$ cat config.mk
export PLATFORM = sky130hd
export DESIGN_NAME = uart_axis_rx
export DESIGN_NICKNAME = d
export VERILOG_FILES = /design/src/rtl/uart_pkg.sv /design/src/rtl/sync_fifo.sv /design/src/rtl/uart_axis_rx.sv
export SDC_FILE = /design/constraint.sdc
export NUM_CORES = 1
export LEC_CHECK = 0
export ABC_AREA = 1
export CAP_MARGIN = 20
export CORE_MARGIN = 1.5
export CORE_UTILIZATION = 55
export CTS_CLUSTER_SIZE = 20
export DETAILED_ROUTE_END_ITERATION = 12
export HOLD_SLACK_MARGIN = 0.1
export PLACE_DENSITY = 0.77
export SYNTH_ARGS = -nofsm -noshare
export SYNTH_HDL_FRONTEND = slang
export SYNTH_SLANG_ARGS = --single-unit
$ cat constraint.sdc
create_clock -name clk -period 1.5 [get_ports clk]
set_input_delay 0.225 -clock clk [delete_from_list [all_inputs] [get_ports clk]]
set_output_delay 0.225 -clock clk [all_outputs]
set_load 0.1 [all_outputs]
$ cat src/rtl/uart_pkg.sv
// rtl/uart_pkg.sv - shared constants and receiver state type for the UART-to-stream receiver
package uart_pkg;

    localparam int DATA_BITS            = 8;
    localparam int DEFAULT_CLKS_PER_BIT = 434;

    typedef enum logic [1:0] {
        IDLE,
        START,
        DATA,
        STOP
    } rx_state_e;

endpackage

$ cat src/rtl/sync_fifo.sv
// rtl/sync_fifo.sv - first-word fall-through synchronous FIFO
module sync_fifo #(
    parameter int WIDTH = 9,
    parameter int DEPTH = 4
) (
    input  logic             clk,
    input  logic             rst,
    input  logic             wr_en,
    input  logic [WIDTH-1:0] wr_data,
    output logic             full,
    input  logic             rd_en,
    output logic [WIDTH-1:0] rd_data,
    output logic             empty
);

    localparam int AW = (DEPTH > 1) ? $clog2(DEPTH) : 1;

    logic [WIDTH-1:0] mem [DEPTH];
    logic [AW:0]      wr_ptr;
    logic [AW:0]      rd_ptr;
    logic             do_rd;
    logic             do_wr;

    // Extra pointer bit distinguishes full from empty when the indices match
    assign empty   = (wr_ptr == rd_ptr);
    assign full    = (wr_ptr[AW] != rd_ptr[AW]) && (wr_ptr[AW-1:0] == rd_ptr[AW-1:0]);
    assign do_rd   = rd_en && !empty;
    // A pop in the same cycle frees the slot, so a push into a full FIFO is still accepted
    assign do_wr   = wr_en && (!full || do_rd);
    assign rd_data = mem[rd_ptr[AW-1:0]];

    // Storage array; contents are don't-care until written, reads are masked by empty upstream
    always_ff @(posedge clk) begin
        if (do_wr) begin
            mem[wr_ptr[AW-1:0]] <= wr_data;
        end
    end

    // Pointer update
    always_ff @(posedge clk) begin
        if (rst) begin
            wr_ptr <= '0;
            rd_ptr <= '0;
        end else begin
            if (do_wr) begin
                wr_ptr <= wr_ptr + (AW + 1)'(1);
            end
            if (do_rd) begin
                rd_ptr <= rd_ptr + (AW + 1)'(1);
            end
        end
    end

endmodule

$ cat src/rtl/uart_axis_rx.sv
// rtl/uart_axis_rx.sv - UART receiver delivering idle-delimited packets on a stream interface
module uart_axis_rx
    import uart_pkg::*;
#(
    parameter int CLKS_PER_BIT = DEFAULT_CLKS_PER_BIT,
    parameter int IDLE_BITS    = 10,
    parameter int FIFO_DEPTH   = 4
) (
    input  logic                 clk,
    input  logic                 rst,
    input  logic                 uart_rx,
    output logic [DATA_BITS-1:0] m_axis_tdata,
    output logic                 m_axis_tvalid,
    input  logic                 m_axis_tready,
    output logic                 m_axis_tlast,
    output logic                 frame_err,
    output logic                 overrun
);

    localparam int HALF_BIT   = CLKS_PER_BIT / 2;
    localparam int IDLE_TERM  = IDLE_BITS * CLKS_PER_BIT;
    localparam int BIT_CNT_W  = (CLKS_PER_BIT > 1) ? $clog2(CLKS_PER_BIT) : 1;
    localparam int IDLE_CNT_W = $clog2(IDLE_TERM + 1);
    localparam int BIT_IDX_W  = $clog2(DATA_BITS);

    localparam logic [BIT_CNT_W-1:0]  BIT_LAST  = BIT_CNT_W'(CLKS_PER_BIT - 1);
    localparam logic [BIT_CNT_W-1:0]  HALF_LAST = BIT_CNT_W'(HALF_BIT - 1);
    localparam logic [IDLE_CNT_W-1:0] IDLE_LAST = IDLE_CNT_W'(IDLE_TERM);
    localparam logic [BIT_IDX_W-1:0]  IDX_LAST  = BIT_IDX_W'(DATA_BITS - 1);

    logic                  rx_sync1;
    logic                  rx_sync2;
    logic                  rx_prev;
    logic [1:0]            sync_fill;
    logic                  armed;
    logic                  start_edge;

    rx_state_e             state;
    logic [BIT_CNT_W-1:0]  clk_cnt;
    logic [BIT_IDX_W-1:0]  bit_idx;
    logic [DATA_BITS-1:0]  shift_reg;
    logic [IDLE_CNT_W-1:0] idle_cnt;
    logic                  pend_valid;
    logic [DATA_BITS-1:0]  pend_data;
    logic                  push_en;
    logic [DATA_BITS:0]    push_data;

    logic                  fifo_full;
    logic                  fifo_empty;
    logic [DATA_BITS:0]    fifo_rd_data;
    logic                  pop;

    assign start_edge = rx_prev && !rx_sync2;
    assign pop        = m_axis_tvalid && m_axis_tready;

    // Two-flop synchronizer plus one delayed copy for edge detection; sync_fill marks
    // when rx_sync2 carries a real line sample rather than its reset value
    always_ff @(posedge clk) begin
        if (rst) begin
            rx_sync1  <= 1'b1;
            rx_sync2  <= 1'b1;
            rx_prev   <= 1'b1;
            sync_fill <= 2'b00;
        end else begin
            rx_sync1  <= uart_rx;
            rx_sync2  <= rx_sync1;
            rx_prev   <= rx_sync2;
            sync_fill <= {sync_fill[0], 1'b1};
        end
    end

    // Receive FSM with staging register and idle timer; push/frame_err are one-cycle strobes
    always_ff @(posedge clk) begin
        if (rst) begin
            state      <= IDLE;
            armed      <= 1'b0;
            clk_cnt    <= '0;
            bit_idx    <= '0;
            shift_reg  <= '0;
            idle_cnt   <= '0;
            pend_valid <= 1'b0;
            pend_data  <= '0;
            push_en    <= 1'b0;
            push_data  <= '0;
            frame_err  <= 1'b0;
        end else begin
            push_en   <= 1'b0;
            frame_err <= 1'b0;
            if (sync_fill[1] && rx_sync2) begin
                armed <= 1'b1;
            end
            case (state)
                IDLE: begin
                    if (armed && start_edge) begin
                        state    <= START;
                        clk_cnt  <= '0;
                        idle_cnt <= '0;
                    end else begin
                        if (idle_cnt != IDLE_LAST) begin
                            idle_cnt <= idle_cnt + IDLE_CNT_W'(1);
                        end
                        // Line quiet long enough: the staged byte closes the packet
                        if (pend_valid && idle_cnt == IDLE_LAST) begin
                            push_en    <= 1'b1;
                            push_data  <= {1'b1, pend_data};
                            pend_valid <= 1'b0;
                        end
                    end
                end
                START: begin
                    if (clk_cnt == HALF_LAST) begin
                        clk_cnt <= '0;
                        // High at mid start bit means a glitch, not a frame
                        if (rx_sync2) begin
                            state <= IDLE;
                        end else begin
                            state   <= DATA;
                            bit_idx <= '0;
                        end
                    end else begin
                        clk_cnt <= clk_cnt + BIT_CNT_W'(1);
                    end
                end
                DATA: begin
                    if (clk_cnt == BIT_LAST) begin
                        clk_cnt   <= '0;
                        shift_reg <= {rx_sync2, shift_reg[DATA_BITS-1:1]};
                        if (bit_idx == IDX_LAST) begin
                            state <= STOP;
                        end else begin
                            bit_idx <= bit_idx + BIT_IDX_W'(1);
                        end
                    end else begin
                        clk_cnt <= clk_cnt + BIT_CNT_W'(1);
                    end
                end
                STOP: begin
                    if (clk_cnt == BIT_LAST) begin
                        clk_cnt <= '0;
                        state   <= IDLE;
                        if (rx_sync2) begin
                            // Another byte followed, so the staged one is not the last
                            if (pend_valid) begin
                                push_en   <= 1'b1;
                                push_data <= {1'b0, pend_data};
                            end
                            pend_valid <= 1'b1;
                            pend_data  <= shift_reg;
                        end else begin
                            frame_err <= 1'b1;
                            if (pend_valid) begin
                                push_en    <= 1'b1;
                                push_data  <= {1'b1, pend_data};
                                pend_valid <= 1'b0;
                            end
                        end
                    end else begin
                        clk_cnt <= clk_cnt + BIT_CNT_W'(1);
                    end
                end
                default: state <= IDLE;
            endcase
        end
    end

    // Flag a push the FIFO had to drop because it was full and nothing was popped
    always_ff @(posedge clk) begin
        if (rst) begin
            overrun <= 1'b0;
        end else begin
            overrun <= push_en && fifo_full && !pop;
        end
    end

    sync_fifo #(
        .WIDTH (DATA_BITS + 1),
        .DEPTH (FIFO_DEPTH)
    ) u_fifo (
        .clk     (clk),
        .rst     (rst),
        .wr_en   (push_en),
        .wr_data (push_data),
        .full    (fifo_full),
        .rd_en   (pop),
        .rd_data (fifo_rd_data),
        .empty   (fifo_empty)
    );

    assign m_axis_tvalid = !fifo_empty;
    assign m_axis_tdata  = m_axis_tvalid ? fifo_rd_data[DATA_BITS-1:0] : '0;
    assign m_axis_tlast  = m_axis_tvalid ? fifo_rd_data[DATA_BITS] : 1'b0;

endmodule
; ---- Word level (Yosys, flattened, before mapping)
; Memory sizes are Yosys's and may differ from the RTL's. A register that Yosys moved wholly into a read port is not among the register bits.
; Cells that the tools add are included.
[totals]
reg_bits = 68
mem_bits_rw = 36
output_inout_bits = 12
word_cells = 119
n_memories = 1
[memory_table]
columns = memory, words, width, read_ports, rd_clocked_by_memory_dff, write_ports, line
row1 = u_fifo.mem, 4, 9, 1, 1, 1, sync_fifo.sv:18  ; logic [WIDTH-1:0] mem [DEPTH];
[classes]
addsub = 5
n_eq_ne = 21
muxes = 43
bitwise = 2
reduce_logical = 28
[op_table]
columns = cell, count
row1 = 9-bit two-way mux, 9
row2 = 9-bit one-hot mux with 3 select lines, 1
row3 = 13-bit two-way mux, 2
row4 = "2-bit inequality test, second input constant", 10
row5 = 9-bit one-hot mux with 2 select lines, 1
row6 = 2-bit two-way mux, 8
row7 = 5-bit AND reduction, 3
row8 = "13-bit by 1-bit adder with 13-bit output, second input constant", 1
row9 = "13-bit == test, second input constant", 1
row10 = 1-bit two-way mux, 13
row11 = "13-bit inequality test, second input constant", 1
row12 = 3-bit two-way mux, 4
row13 = 1-bit logical AND, 10
row14 = "3-bit by 1-bit adder with 3-bit output, second input constant", 3
row15 = "9-bit by 1-bit adder with 9-bit output, second input constant", 1
row16 = "9-bit by 8-bit == test with 1-bit output, second input constant", 1
row17 = "9-bit == test, second input constant", 1
row18 = 8-bit two-way mux, 1
row19 = 2-bit one-hot mux with 4 select lines, 1
row20 = 3-bit one-hot mux with 2 select lines, 1
row21 = 2-bit nonzero test, 3
row22 = "2-bit == test, second input constant", 2
row23 = 1-bit zero test, 4
row24 = 1-bit one-hot mux with 2 select lines, 2
row25 = other kinds (13), 15

; ---- Longest topological paths before layout
[logic_depth]
ltp_word = 8
depth_mapped = 12

; ---- Modules after synthesis
; From an unflattened synthesis, not the netlist that was laid out.
[hier_totals]
cells_unflattened = 602
area_unflattened_um2 = 5053.6
[modules_own_cells]
columns = mod, instances, cells_per_inst, area_each_um2, seq_area_each_um2
row1 = uart_axis_rx, 1, 450, 3260.6, 1241.2
row2 = sync_fifo, 1, 152, 1793.0, 1241.2

; ---- Worst setup path after synthesis
; Ideal clock, no wire load.
[synth_timing]
kind = register -> output
from = register u_fifo.wr_ptr[0]
to = output m_axis_tdata[0]
arrival_ps = 2403
required_time_ps = 1275
slack_ps = -1128
stages_incl_launch_ff = 7
path_cell_list = dfxtp_1 xor2_1 a21oi_1 nand2_1 clkbuf_1 nand2_1 inv_1
[synth_via]
elab_chain_cells = 2
[synth_lines]
columns = element, line
row1 = "start, declared", sync_fifo.sv:19  ; logic [AW:0] wr_ptr;
row2 = "start signal, assigned", sync_fifo.sv:46  ; wr_ptr <= wr_ptr + (AW + 1)'(1);
row3 = 3-bit == test, sync_fifo.sv:25  ; assign empty = (wr_ptr == rd_ptr);
row4 = 8-bit two-way mux, uart_axis_rx.sv:190  ; assign m_axis_tdata = m_axis_tvalid ? fifo_rd_data[DATA_BITS-1:0] : '0;
row5 = "end, declared", uart_axis_rx.sv:12  ; output logic [DATA_BITS-1:0] m_axis_tdata,
; Every way passes these cells.

; ---- Final worst setup path
[layout_timing]
from = register u_fifo.wr_ptr[1]
to = output m_axis_tlast
[layout_via]
elab_chain_cells = 2
[layout_lines]
columns = element, line
row1 = 3-bit == test, sync_fifo.sv:25
row2 = 1-bit two-way mux, uart_axis_rx.sv:191  ; assign m_axis_tlast = m_axis_tvalid ? fifo_rd_data[DATA_BITS] : 1'b0;
row3 = "end, declared", uart_axis_rx.sv:15  ; output logic m_axis_tlast,
; Every way passes these cells.

==> results.sh <==
export IMPL_synth_ff_type="dfxtp_1"
export IMPL_hold_viol_final=0
export IMPL_drv_slew=0
export IMPL_r2r_slack_ns=-0.18
export IMPL_r2r_end="push_data[3]$_SDFFE_PP0P_"
export IMPL_grt_pass1_vias=4204
export IMPL_fin_ws_ns=-0.479
export IMPL_power_mw=8.64
export IMPL_synth_cell_types=29
export IMPL_min_period_ns=1.98
export IMPL_cts_made_buffers=9
export IMPL_p_leak_nw=2.87
export IMPL_grt_pass1_wl_um=18400
export IMPL_synth_nets=606
export IMPL_path_class="register to output port"
export IMPL_finalSetupViolCount=96
export IMPL_postPlaceCellArea_um2=5950
export IMPL_synthArstFlopShare_pct=0
export IMPL_cts_tree="done"
export IMPL_cts_root_buf="clkbuf_8"
export IMPL_rsz0062_at_grt="true"
export IMPL_io_pins=16
export IMPL_max_freq_ghz=0.505
export IMPL_wirelength_um=16300
export IMPL_relSlewSlack_pct=76.0
export IMPL_vias_per_cell=6.08
export IMPL_critPathCaptureType="output port"
export IMPL_core_um2=8340
export IMPL_grt_max_degree=40
export IMPL_drive_above_1_share_pct=42.2
export IMPL_endpoint="m_axis_tlast"
export IMPL_die_x_um=96.6
export IMPL_path_depth=7
export IMPL_start_util_pct=57.8
export IMPL_finalCritPeriodShare_pct=132
export IMPL_r2r_cells=12
export IMPL_drcViolationCount=0
export IMPL_ir_drop_v=0.000931
export IMPL_globalRouteOverflowTotal=0
export IMPL_use_met2_pct=43.7
export IMPL_violations="negative setup slack"
export IMPL_reg2reg_from="clk_cnt[1]$_SDFFE_PP0P_"
export IMPL_seqCellArea_um2=2510
export IMPL_p_per_area_nw_per_um2=1190
export IMPL_outcome="complete, but fails checks"
export IMPL_cts_clk_slew_worst_paths_ns=0.11
export IMPL_n_antenna_cell=0
export IMPL_drtIter0Drc=420
export IMPL_syn_cell_area_um2=4820
export IMPL_yosys_warnings=0
export IMPL_seq_area_frac_synth_pct=51.5
export IMPL_synthTopCellsByArea="dfxtp_1 29%, edfxtp_1 22%, nand2_1 7.9%"
export IMPL_critical_path_top_delay_family="buffers and inverters"
export IMPL_vias=4960
export IMPL_critPathLaunch="u_fifo.wr_ptr[1]$_SDFFE_PP0P_"
export IMPL_fin_skew_ns=0.00862
export IMPL_crit_buf_inv=3
export IMPL_fillers=369
export IMPL_place_gp_congestion=0.912
export IMPL_worstPathCellList="or2_4 -> a21oi_4 -> nand2_4 -> buf_12 -> nand2_4 -> clkinvlp_4 -> buf_12"
export IMPL_critPathMaxStageDelay_ns=0.35
export IMPL_drtAntennaViolNets=0
export IMPL_required_ns=1.27
export IMPL_dp_hpwl_um=7220
export IMPL_fin_util_pct=86.8
export IMPL_synth_top_area_share_pct=29.1
export IMPL_cp_max_fo=5
export IMPL_cts_hold_buf=0
export IMPL_grt_util_met3_pct=4.05
export IMPL_drv_cap=0
export IMPL_htree_num_levels=3
export IMPL_die_area_um2=9340
export IMPL_area_growth_pct=50.1
export IMPL_hold_class="primary input to register"
export IMPL_tightestPinTransition_ns=0.358
export IMPL_design_area_um2=7240
export IMPL_post_drt_wl_per_cell_um=19.9
export IMPL_multi_input_area_um2=2730
export IMPL_drt_pass1_iterations=7
export IMPL_syn_avg_cell_area_um2=8.24
export IMPL_cts_sinks=106
export IMPL_use_met1_pct=26.8
export IMPL_cp_start_kind="register"
export IMPL_largest_reg_flops=36
export IMPL_cpMaxStageDelayCell="dfxtp_2"
export IMPL_numPortBuffers=15
export IMPL_syn_inst=585
export IMPL_synth_seq_cells=106
export IMPL_rows=33
export IMPL_antenna_found_initial=0
export IMPL_yosys_area_top_type="dfxtp_1"
export IMPL_worstPathArrival_ns=1.75
export IMPL_grt_usage_pct=23.6
export IMPL_cts_buffer_depth=2
export IMPL_synth_edf_count=36
export IMPL_die_y_um=96.6
export IMPL_grt_busiest_layer="met2"
export IMPL_hold_ws_ns=0.414
export IMPL_nets=727
export IMPL_clock_latency_ns=0.39
layer usage:
| metal | share of wire [%] | up-vias |
|---|---|---|
| li1 | - | 2170 |
| met1 | 36 | 2365 |
| met2 | 51 | 303 |
| met3 | 6.5 | 122 |
| met4 | 6.5 | 0 |
| met5 | 0 | - |
worst min path at each step:
stage                                   end                  from  depth (start not counted)  slack [ns]
floorplan               rx_sync1$_SDFF_PP1_               uart_rx                          1        0.33
global placement        rx_sync2$_SDFF_PP1_   rx_sync1$_SDFF_PP1_                          1        0.39
detailed placement  sync_fill[1]$_SDFF_PP0_  sync_fill[0]$_DFF_P_                          2        0.40
CTS                     rx_sync1$_SDFF_PP1_               uart_rx                          2        0.42
finish                  rx_sync1$_SDFF_PP1_               uart_rx                          2        0.41
global route            rx_sync1$_SDFF_PP1_               uart_rx                          2        0.43
cells in the mapped netlist (5+ instances only):
cell / count
o32ai_1: 9
buf_2: 5
a21oi_1: 51
nand4_1: 15
nand3_1: 24
nand2_1: 102
xor2_1: 8
ha_1: 17
inv_1: 71
o21ai_0: 38
clkbuf_1: 10
nor2_1: 93
nand3b_1: 6
edfxtp_1: 36
dfxtp_1: 70
repair_timing:
| action | in CTS | in global routing |
|---|---|---|
| endpoints found under the hold margin | 0 | 0 |
| setup endpoints to repair | 94 | 107 |
| buffers inserted | 6 | 15 |
| resized for setup | 61 | 163 |
| pin swaps | 19 | 56 |
| cloned | 1 | 10 |
metrics by stage:
stage | worst slack (ns) | setup TNS (ns) | std cells
2_1_floorplan | -0.239 | -3.52 | 585
4_1_cts | -0.452 | -5.17 | 792
5_1_grt | -0.547 | -16.28 | 816
3_5_place_dp | -0.279 | -11.54 | 770
3_3_place_gp | -0.217 | -8.26 | 770
6_report | -0.479 | -11.24 | 816
cells by family (layout without fill, tap and decap cells):
| kind of cell | count (synthesis) | count (layout) | synth area share, % |
|---|---|---|---|
| simple gates | 255 | 256 | 22.7 |
| flops | 106 | 106 | 51.5 |
| xor+xnor | 10 | 10 | 1.82 |
| compound gates | 105 | 106 | 11.9 |
| buf+inv | 92 | 216 | 7.60 |
| fa+ha+maj | 17 | 17 | 4.41 |
cell usage in the layout, fill, tap and decap left out, types with 5 or more instances in the layout:
cell type   synthesis  routed
buf_4               1      77
nor2_1             93      76
nand2_1           102      69
dfxtp_1            70      57
inv_1              71      47
a21oi_1            51      38
edfxtp_1           36      36
nand2_4             0      22
buf_6               0      22
buf_12              0      18
nor2_4              3      16
nand3_1            24      16
nand4_1            15      15
o21ai_0            38      14
o21ai_2             0      14
inv_2               2      12
nand2_2             4      12
o21ai_1             4      12
a21oi_2             0      12
clkinvlp_4          0      10
ha_4                0       9
dfxtp_2             0       9
clkbuf_8            0       9
ha_1               17       8
nor2_2              2       7
nand3b_1            6       6
nand3_2             0       6
xor2_1              8       6
o32ai_2             0       5
final cells by class:
class / instances / area share, %
clock buffer: 9 / 1.71
clock inverter: 7 / 1.00
inverter: 74 / 4.65
multi-input combinational: 389 / 37.7
sequential: 106 / 34.7
tap: 105 / 1.82
timing repair buffer: 126 / 18.5
power breakdown:
group          internal (mW)  total [mW]  switching (mW)
Clock                  0.653        1.78            1.13
Sequential              3.28        3.53           0.243
Combinational           1.52        3.33            1.81
Total                   5.46        8.64            3.18
No activity file was read; power rests on OpenSTA's default activity.
